`src/rtl/bit_serial_alu_ctrl.sv`:
```
// bit_serial_alu_ctrl: runs an external 1-bit ALU slice LSB-first for WIDTH cycles with a registered carry; ALU_CTRL_FLAGS_EN adds zero/overflow flags
module bit_serial_alu_ctrl #(
  parameter int WIDTH = 8
) (
  input  logic             clk,
  input  logic             rst_n,
  input  logic             start,
  input  logic [2:0]       op,
  input  logic [WIDTH-1:0] a_in,
  input  logic [WIDTH-1:0] b_in,
  output logic             busy,
  output logic             done,
  output logic [WIDTH-1:0] result,
  output logic             c_out,
  output logic             zero_flag,
  output logic             ovf_flag,
  output logic             alu_a,
  output logic             alu_b,
  output logic             alu_cin,
  output logic [2:0]       alu_op,
  input  logic             alu_result,
  input  logic             alu_cout
);
  localparam int CW = $clog2(WIDTH);
  typedef enum logic [1:0] {IDLE, RUN, DONE} state_t;
  state_t state, state_n;
  logic [WIDTH-1:0] a_sh, b_sh, res_sh, res_n;
  logic [2:0] op_q;
  logic [CW-1:0] cnt;
  logic carry, arith, last, run;
  assign run = state == RUN;
  assign arith = op_q == 3'd2 || op_q == 3'd3;
  assign last = cnt == CW'(WIDTH - 1);
  assign res_n = {alu_result, res_sh[WIDTH-1:1]};
  assign busy = state != IDLE;
  assign done = state == DONE;
  assign alu_a = run & a_sh[0];
  assign alu_b = run & b_sh[0];
  assign alu_cin = run & carry;
  assign alu_op = run ? op_q : 3'd0;
  always_comb begin
    state_n = IDLE;
    if (state == IDLE) state_n = start ? RUN : IDLE;
    else if (run) state_n = last ? DONE : RUN;
  end
  always_ff @(posedge clk) begin
    if (!rst_n) begin
      state <= IDLE;
      a_sh <= '0;
      b_sh <= '0;
      res_sh <= '0;
      op_q <= 3'd0;
      cnt <= '0;
      carry <= 1'b0;
      result <= '0;
      c_out <= 1'b0;
    end else begin
      state <= state_n;
      if (state == IDLE && start) begin
        a_sh <= a_in;
        b_sh <= b_in;
        op_q <= op;
        cnt <= '0;
        carry <= op == 3'd3;
      end else if (run) begin
        a_sh <= a_sh >> 1;
        b_sh <= b_sh >> 1;
        res_sh <= res_n;
        carry <= arith & alu_cout;
        cnt <= cnt + 1'b1;
        if (last) begin
          result <= res_n;
          c_out <= arith & alu_cout;
        end
      end
    end
  end
`ifdef ALU_CTRL_FLAGS_EN
  always_ff @(posedge clk) begin
    if (!rst_n) begin
      zero_flag <= 1'b0;
      ovf_flag <= 1'b0;
    end else if (run && last) begin
      zero_flag <= res_n == '0;
      ovf_flag <= arith & (carry ^ alu_cout);
    end
  end
`else
  assign zero_flag = 1'b0;
  assign ovf_flag = 1'b0;
`endif
endmodule
```
`config.mk`:
```
export PLATFORM = sky130hd
export DESIGN_NAME = bit_serial_alu_ctrl
export DESIGN_NICKNAME = d
export VERILOG_FILES = /design/src/rtl/bit_serial_alu_ctrl.sv
export SDC_FILE = /design/constraint.sdc
export NUM_CORES = 1
export LEC_CHECK = 0
export BUFFER_PORTS_ARGS = -buffer_cell sky130_fd_sc_hd__buf_4
export CORE_ASPECT_RATIO = 1.4
export CORE_MARGIN = 5
export CORE_UTILIZATION = 35
export CTS_BUF_LIST = sky130_fd_sc_hd__clkbuf_16
export DETAILED_ROUTE_END_ITERATION = 6
export PLACE_DENSITY = 0.66
export SETUP_SLACK_MARGIN = 0.3
export SYNTH_ARGS = -nofsm -noshare
export SYNTH_HDL_FRONTEND = slang
export SYNTH_SLANG_ARGS = --single-unit
```
`constraint.sdc`:
```
create_clock -name clk -period 3.6 [get_ports clk]
set_input_delay 0.54 -clock clk [delete_from_list [all_inputs] [get_ports clk]]
set_output_delay 0.54 -clock clk [all_outputs]
set_load 0.01 [all_outputs]
```
==> impl_results.md, run 1 <==
- CP max stage cell: and2b_1
- Hold buffers post-CTS: 0
- CTS clk-pin slew, worst paths: 60 ps
- Number of synthesized flops with an enable pin: 0
- Vias in the first global route: 1471
- Buf/Inv on CP: 1
- Max Fclk: 422 MHz
- Yosys reg bits: 41
- HP Start: a_sh[4]
- DR DRC count: 0
- Worst-path maximum fanout: 23
- Via count: 1520
- Hold_ws: 449 ps
- Core Region: 5120 µm²
- Die W: 71.0 µm
- Detailed-route wire length: 3780 µm
- Crit Reg-Reg Startpoint: state[0]
- Worst R2R Path Depth: 4
- Fraction of registers with async set/reset: 0%
- Die span in y: 95.4 µm
- Setup violators final: 0
- Initial DRC Count: 99
- CP Cell Sequence: and2b_1, and2_1, buf_4
- DR vias/cell: 4.89
- CP top delay family: simple AND/OR/NAND/NOR gates
- Row count: 31
- Worst Setup SP: state[0]
- Port Buf Inserts: 40
- Final Hold Vio Count: 0
- Minimum clock period: 2370 ps
- Flop2flop setup slack: 1730 ps
- Relative slew slack: 37.7%
- Area grow syn2layout: 21.1%
- Setup Crit Path Kind: flop to output port
- Deepest level of the CTS H-tree: 2
- Setup crit end kind: output port
- Arr. time, crit path: 1830 ps
- RSZ-0062 raised after global routing: false
- First-pass GRT wire length: 6280 µm
- Largest net degree at the start of global routing: 40
- Hold WC Path Type: flop to flop
- Worst setup SP type: flop
- Cts bufs inserted: 5
- CTS max path bufs: 2
- CTS Root Buffer Type: clkbuf_16
- Total congestion overflow: 0
- Placer Congestion: 0.739
- Pwr Density: 459 nW/µm²
- DP Wirelength: 2600 µm
- Worst setup endpoint: alu_op[2]
- Leak: 0.878 nW
- Die area: 6770 µm²
- Ant diodes: 0
- Antenna Nets Post-Route: 0
- Layout cells sized above 1: 22.4%
- Post-synth top flop: dfxtp_1
- DRT Pass-1 Iters: 4
- Gr usage total: 11.6%
- FILL cells: 544
- Finished Layout Cells: 311
- Mapped cell area: 1820 µm²
- Clock tree sinks: 41
- Status: completed
- Worst stage delay on the critical path: 650 ps
- Critical path depth: 3
- Post-synthesis sequential area ratio: 45.0%
- Syn avg cell area: 8.52 µm²
- Count of cell types in the netlist: 33
- Clk Latency, worst-skew pair: 280 ps
- Final net count: 270
- R2r endpoint: b_sh[6]
- Max Cap Violations: 0
- Post-Place Cells: 303
- Post-CTS resize count: 0
- Fin Clk Skew: 5.23 ps
- Initial cell density of the core: 35.6%
- Postcts setup bufs: 0
- Peak supply drop: 0.000209 V
- Critical path required time: 3060 ps
- Max-slew violation total from the final report: 0
- Final core utilization: 43.1%
- Setup TNS: 0 ps
- Wirelength per Cell: 12.2 µm
- Synthesis Warnings: 0
- Syn Inst Count: 214
- Initial antenna violation count: 0
- I/O pin count: 43
- CTS tree: done
- Final worst path period share: 65.8%
- Worst Max-Slew Pin Slew: 934 ps
## layout by cell type (no fill, tap or decap)
cell type / n
inv_1: 3
xnor2_1: 1
and2_1: 7
a21boi_0: 12
a21oi_1: 26
o21ai_1: 4
nor2b_1: 2
nand2b_1: 1
conb_1: 2
o21ai_0: 10
or3b_4: 1
and3_1: 1
o221a_2: 2
a21boi_1: 9
a31oi_1: 1
nor2_1: 3
and3b_1: 1
nor3b_1: 1
clkbuf_16: 5
ha_1: 2
nand2_1: 49
nand3_1: 11
o21ba_2: 1
and2b_1: 1
buf_4: 41
a31oi_4: 1
or2_2: 1
nor3b_4: 1
clkinv_2: 2
dfxtp_1: 41
nor3_1: 1
nand3b_1: 1
## cells by family (layout without fill, tap and decap cells)
| logic type | count (synthesis) | count (layout) | share of synthesized area, % |
|---|---|---|---|
| AO/OA/AOI/OAI | 66 | 66 | 22.9 |
| XOR/XNOR | 1 | 1 | 0.481 |
| adder cells (fa/ha/maj) | 2 | 2 | 1.37 |
| buffers and inverters | 21 | 51 | 8.51 |
| flip-flops | 41 | 41 | 45.0 |
| other | 1 | 2 | 0.206 |
| AND/OR/NAND/NOR | 82 | 82 | 21.5 |
## layer usage
metal	share of wire (%)	up-vias	global-route usage, %	wire (µm)
met3	4.9	5	3.38	185
met4	1.6	0	4.55	60
met2	50	32	20.8	1890
met5	0	-	0	0
li1	-	777	-	-
met1	44	706	12.7	1650
## registers in the layout, indices dropped and copies added (netlist names)
signal,flops
a_sh,8
cnt,3
op_q,3
c_out,1
state,2
carry,1
b_sh,8
res_sh,7
result,8
## tightest hold or removal path, stage by stage (launching register included)
cell	delay [ps]
dfxtp_1	300
nand2_1	50
a21oi_1	50
## stage by stage
step	cell area, µm²	worst slack [ps]	total power, mW
2_1_floorplan	1830	2110	0.584
3_3_place_gp	2070	1530	0.609
3_5_place_dp	2070	1530	0.611
4_1_cts	2210	1220	1.03
5_1_grt	2210	1100	1.07
6_report	2210	1230	1.01
## where the power goes
part / switching [mW] / internal [mW]
Combinational: 0.0592 / 0.0516
Clock: 0.163 / 0.251
Sequential: 0.0131 / 0.476
Total: 0.235 / 0.779
## worst min path at each step
stage	cells after the start	slack, ps	end
floorplan	2	430	a_sh[5]
global placement	2	440	a_sh[3]
detailed placement	2	440	a_sh[3]
CTS	2	450	a_sh[3]
global route	2	460	a_sh[1]
finish	2	450	a_sh[3]
## final cells by class
cell class	count	area [µm²]	area share, %
sequential	41	821	37.2
clock buffer	5	125	5.67
multi-input combinational	153	851	38.5
inverter	2	7.51	0.340
clock inverter	3	13.8	0.623
tap	66	82.6	3.74
timing repair buffer	41	308	13.9
## cell usage after synthesis (2+ instances only)
cell type  instances  area, µm²
nand2_1           49        184
dfxtp_1           41        821
a21oi_1           26        130
a21boi_0          12       90.1
nand3_1           11       55.1
o21ai_0           10       50.1
a21boi_1           9       67.6
buf_6              8       90.1
and2_1             7       43.8
buf_2              4       20.0
clkbuf_1           4       15.0
o21ai_1            4       20.0
buf_4              3       22.5
nor2_1             3       11.3
ha_1               2       25.0
inv_1              2       7.51
nor2b_1            2       12.5
o221a_2            2       22.5
Power figures use the tool's default switching activity.
==> run 2: changes to the inputs <==
PLACE_DENSITY = 0.68   (was 0.66)
clock period = 2.1 ns   (was 3.6 ns; I/O delays follow)
==> run 2 against run 1 <==
  * Die area unchanged
  * Combinational power is 74% higher
  * Wire length fell by 1.9%
  * Setup slack lost 820 ps
  * Critical path depth is the same
  * Power up 97%
  * Clock power grew 130%
  * Non-clock buffer count rose by 2
  * Count of clock-buffer cells in the layout did not move
  * Critical path type unchanged
==> impl_results.md, run 2 (same netlist as run 1, synthesis figures left out) <==
- DP Wirelength: 2560 µm
- Largest net degree at the start of global routing: 40
- Core Region: 5120 µm²
- Flop2flop setup slack: 550 ps
- Status: completed
- Max Fclk: 592 MHz
- Max Cap Violations: 0
- Die span in y: 95.4 µm
- Final net count: 272
- CTS tree: done
- Hold endpoint: res_sh[7]
- Peak supply drop: 0.000391 V
- FILL cells: 536
- I/O pin count: 43
- Clk Latency, worst-skew pair: 280 ps
- Total congestion overflow: 0
- Worst setup SP type: flop
- Clock tree sinks: 41
- Clock power frac: 48.4%
- Via count: 1501
- Gr usage total: 11.5%
- DR vias/cell: 4.80
- Worst R2R Path Depth: 5
- Critical path required time: 1780 ps
- Final Hold Vio Count: 0
- Crit Reg-Reg Startpoint: cnt[0]
- Setup Crit Path Kind: flop to output port
- Relative slew slack: 56.8%
- Wirelength per Cell: 11.9 µm
- Biggest regs: a_sh: 8 flops, b_sh: 8 flops, result: 8 flops
- Arr. time, crit path: 1370 ps
- Vias in the first global route: 1383
- Initial DRC Count: 96
- Postcts setup bufs: 0
- DR DRC count: 0
- Initial cell density of the core: 35.6%
- Setup violators final: 0
- R2r endpoint: result[4]
- Final worst path period share: 80.4%
- Hold WC Path Type: input port to flop
- Hold Path Stages: 3
- Die area: 6770 µm²
- CTS clk-pin slew, worst paths: 60 ps
- Row count: 31
- CTS max path bufs: 2
- First-pass GRT wire length: 6170 µm
- Worst Max-Slew Pin Slew: 648 ps
- Finished Layout Cells: 313
- DRT Pass-1 Iters: 4
- Area grow syn2layout: 24.9%
- Max-slew violation total from the final report: 0
- Cts bufs inserted: 5
- Deepest level of the CTS H-tree: 2
- Total power: 2.00 mW
- Switching Share: 20.7%
- Ant diodes: 0
- CTS Root Buffer Type: clkbuf_16
- Die W: 71.0 µm
- Setup crit end kind: output port
- Commonest non-fill, non-tap cells in the layout: nand2_1 (49), buf_4 (43), dfxtp_1 (41)
- Leak: 0.903 nW
- Commonest non-fill, non-tap cell in the layout: nand2_1
- Worst-path maximum fanout: 12
- Int Pwr: 1.59 mW
- Pwr Density: 878 nW/µm²
- NetSw: 0.413 mW
- Port Buf Inserts: 40
- Antenna Nets Post-Route: 0
- Fin Clk Skew: 4.58 ps
- HP Start: alu_result
- Post-CTS resize count: 0
- Gate power share: 9.7%
- Fraction of power consumed by sequential logic: 41.9%
- RSZ-0062 raised after global routing: false
- Post-Place Cells: 305
- Layout cells sized above 1: 23.9%
- Hold buffers post-CTS: 0
- Setup TNS: 0 ps
- Placer Congestion: 0.714
- Minimum clock period: 1690 ps
- Initial antenna violation count: 0
- Detailed-route wire length: 3710 µm
## run 2: cell count changes in the layout (fill, tap and decap cells not counted)
cell       previous run  this run
inv_1                 3         2
buf_4                41        43
bufinv_16             0         2
ha_1                  2         1
ha_2                  0         1
clkinv_2              2         1
## run 2: how the worst max path moves through the flow
stage               startpoint        end  slack [ps]
finish                state[0]      alu_a         410
global placement        cnt[0]  result[3]         340
floorplan             state[0]      alu_a         830
detailed placement      cnt[0]  result[1]         340
global route          state[0]      alu_a         300
CTS                     cnt[0]  result[7]         330
## run 2: worst max-delay path, stage by stage, from the launching register on
cell,delay (ps)
dfxtp_1,560
and2b_1,270
and2_1,150
buf_4,120
## run 2: layout make-up
class	instances	area, µm²	share of cell area (%)
Clock buffer	5	125	5.49
Clock inverter	3	65.1	2.86
Inverter	2	7.51	0.330
Multi-Input combinational cell	153	853	37.5
Sequential cell	41	821	36.0
Tap cell	66	82.6	3.63
Timing Repair Buffer	43	323	14.2
## run 2: power groups by stage
stage / combinational [mW] / clock (mW) / sequential (mW)
after floorplan: 0.155 / 0 / 0.847
after CTS: 0.196 / 0.991 / 0.838
final: 0.193 / 0.968 / 0.838
after detailed placement: 0.195 / 0 / 0.855
after global routing: 0.216 / 1.02 / 0.843
after global placement: 0.195 / 0 / 0.854
## run 2: per-layer routing
metal	vias up	routed length [µm]	global-route usage, %
met4	0	89	5.33
met5	-	0	0
li1	781	-	-
met2	29	1870	20.6
met3	9	195	3.80
met1	682	1560	12.0
## run 2: through the flow
stage | hold slack (ps) | util, % | worst slack, ps | instance area, µm²
after floorplan | 430 | - | 832 | 1830
final | 296 | 44.5 | 412 | 2280
after global routing | 298 | 44.5 | 300 | 2280
after detailed placement | 444 | 40.7 | 343 | 2080
after global placement | 439 | 40.7 | 343 | 2080
after CTS | 293 | 44.4 | 330 | 2270
==> run 3: changes to the inputs <==
ABC_AREA = 1   (was unset)
clock period = 1.46 ns   (was 2.1 ns; I/O delays follow)
==> run 3 against run 2 <==
  * Non-clock buffer count increased by 26
  * Clock skew decreased by 1.1 ps
  * Utilization increased by 11 points
  * Critical path depth increased by 1
  * Via count increased by 28%
  * Register-to-register slack got worse by 370 ps
  * Power increased by 47%
  * First-iteration DRC count increased by 53%
==> impl_results.md, run 3 <==
- Worst stage delay on the critical path: 340 ps
- Switching Share: 24.6%
- Top-count cell post-synth: nand2_1
- Syn avg cell area: 7.33 µm²
- DRT Pass-1 Iters: 6
- Max Fclk: 758 MHz
- Placer Congestion: 0.796
- Setup TNS: 0 ps
- DR vias/cell: 5.01
- Critical path required time: 1240 ps
- Post-synthesis sequential area ratio: 44.4%
- Yosys reg bits: 41
- Commonest non-fill, non-tap cell in the layout: nand2_1
- Initial cell density of the core: 35.8%
- Deepest level of the CTS H-tree: 2
- CTS Root Buffer Type: clkbuf_16
- HP Start: alu_result
- DP Wirelength: 2980 µm
- Initial antenna violation count: 0
- Setup Crit Path Kind: flop to output port
- RSZ-0062 raised after global routing: true
- Finished Layout Cells: 385
- Hold Path Stages: 3
- Clk Latency, worst-skew pair: 280 ps
- Detailed-route wire length: 5610 µm
- Antenna Nets Post-Route: 0
- Hold WC Path Type: input port to flop
- Via count: 1928
- Biggest regs: a_sh: 8 flops, b_sh: 8 flops, result: 8 flops
- Pwr Density: 1030 nW/µm²
- Ant diodes: 0
- CTS max path bufs: 2
- Initial DRC Count: 147
- Core Region: 5160 µm²
- Flop2flop setup slack: 180 ps
- Port Buf Inserts: 40
- Worst R2R Path Depth: 7
- Syn Inst Count: 252
- Final net count: 344
- Largest net degree at the start of global routing: 22
- Fraction of power consumed by sequential logic: 41.5%
- Die span in y: 95.9 µm
- Row count: 31
- Top cell type's share of synthesized area: 44.4%
- Gr usage total: 14.7%
- Wirelength per Cell: 14.6 µm
- Post-synth top cells: nand2_1 (60), dfxtp_1 (41), nor2_1 (36)
- Minimum clock period: 1320 ps
- Clock power frac: 40.8%
- Post-synth top flop: dfxtp_1
- Area grow syn2layout: 55.1%
- Vias in the first global route: 1821
- Max-slew violation total from the final report: 0
- Crit Reg-Reg Startpoint: state[0]
- Final Hold Vio Count: 0
- Commonest non-fill, non-tap cells in the layout: nand2_1 (56), buf_4 (49), dfxtp_1 (38)
- CP Cell Sequence: buf_12, nand2_8, nor2_4, buf_4
- Cts bufs inserted: 5
- Mapped cell area: 1850 µm²
- Total power: 2.95 mW
- Count of cell types in the netlist: 25
- Worst setup SP type: flop
- CTS clk-pin slew, worst paths: 60 ps
- Peak supply drop: 0.000505 V
- Number of synthesized flops with an enable pin: 0
- Arr. time, crit path: 1100 ps
- Die area: 6850 µm²
- I/O pin count: 43
- Layout cells sized above 1: 37.9%
- Max Cap Violations: 0
- DR DRC count: 0
- Hold endpoint: result[7]
- Hold buffers post-CTS: 0
- Setup crit end kind: output port
- First-pass GRT wire length: 8100 µm
- CTS tree: done
- CP max stage cell: dfxtp_2
- Status: completed
- Largest cells by area after synthesis: dfxtp_1 (44%), nand2_1 (12%), nor2_1 (7.3%)
- Leak: 1.28 nW
- Int Pwr: 2.22 mW
- Fraction of registers with async set/reset: 0%
- Gate power share: 17.7%
- Worst-path maximum fanout: 8
- Total congestion overflow: 0
- Final worst path period share: 90.4%
- NetSw: 0.725 mW
- Clock tree sinks: 41
- R2r endpoint: result[5]
- Setup violators final: 0
- Die W: 71.4 µm
- Synthesis Warnings: 0
- Post-Place Cells: 347
- Fin Clk Skew: 3.46 ps
- Synth area leader: dfxtp_1
## run 3: routing by layer
metal	track usage, %	share of wire [%]
met5	0	0
met4	6.43	4.3
met3	3.66	5.8
met2	27.1	54
met1	15.7	36
## run 3: per-stage QoR
stage	setup WS, ps	util (%)	hold slack (ps)	area (µm²)
floorplan	322	-	322	1850
global placement	162	42.1	427	2170
detailed placement	148	42.1	428	2170
CTS	142	50.5	141	2610
global route	108	55.5	161	2860
finish	140	55.5	152	2860
## run 3: power groups by stage
stage	Clock, mW	Combinational (mW)	Sequential, mW
2_1_floorplan	0	0.240	1.23
3_3_place_gp	0	0.323	1.24
3_5_place_dp	0	0.328	1.24
4_1_cts	1.22	0.404	1.22
5_1_grt	1.27	0.564	1.23
6_report	1.20	0.522	1.22
## run 3: worst max path at each step
stage              from   endpoint  slack (ps)  depth (start not counted)
6_report       state[0]    alu_cin         140                          4
5_1_grt        state[0]       busy         110                          5
4_1_cts        state[0]    alu_cin         140                          4
3_5_place_dp   state[0]    op_q[1]         150                          5
3_3_place_gp     cnt[0]  result[4]         160                          7
2_1_floorplan    cnt[0]  result[7]         320                          8
## run 3: what timing repair did
action / CTS / global route
gates cloned: 1 / 6
gates resized for setup: 46 / 35
setup endpoints to repair: 47 / 49
buffers inserted: 16 / 7
pin swaps: 8 / 17
## run 3: final cells by class
type                       count  area (µm²)
clock buffer                   5         125
clock inverter                 3        37.5
fill                         459        2290
inverter                      19        78.8
multi-input combinational    182        1050
sequential                    41         827
tap                           66        82.6
timing repair buffer          69         658
## run 3: cells by family (layout without fill, tap and decap cells)
logic type,after synthesis,in the layout,synth area share (%)
and+or+nand+nor,132,134,32.2
DFF,41,41,44.4
AOI/OAI and AO/OA,40,43,11.7
buffers and inverters,35,96,9.62
adders and majority gates,2,2,1.35
other,1,2,0.203
xor gates and xnor gates,1,1,0.474
## run 3: critical path: cells and delay by family (launching register included)
family / cells / cell delay [ps]
flip-flops: 1 / 340
AND/OR/NAND/NOR: 2 / 230
buffers and inverters: 2 / 260
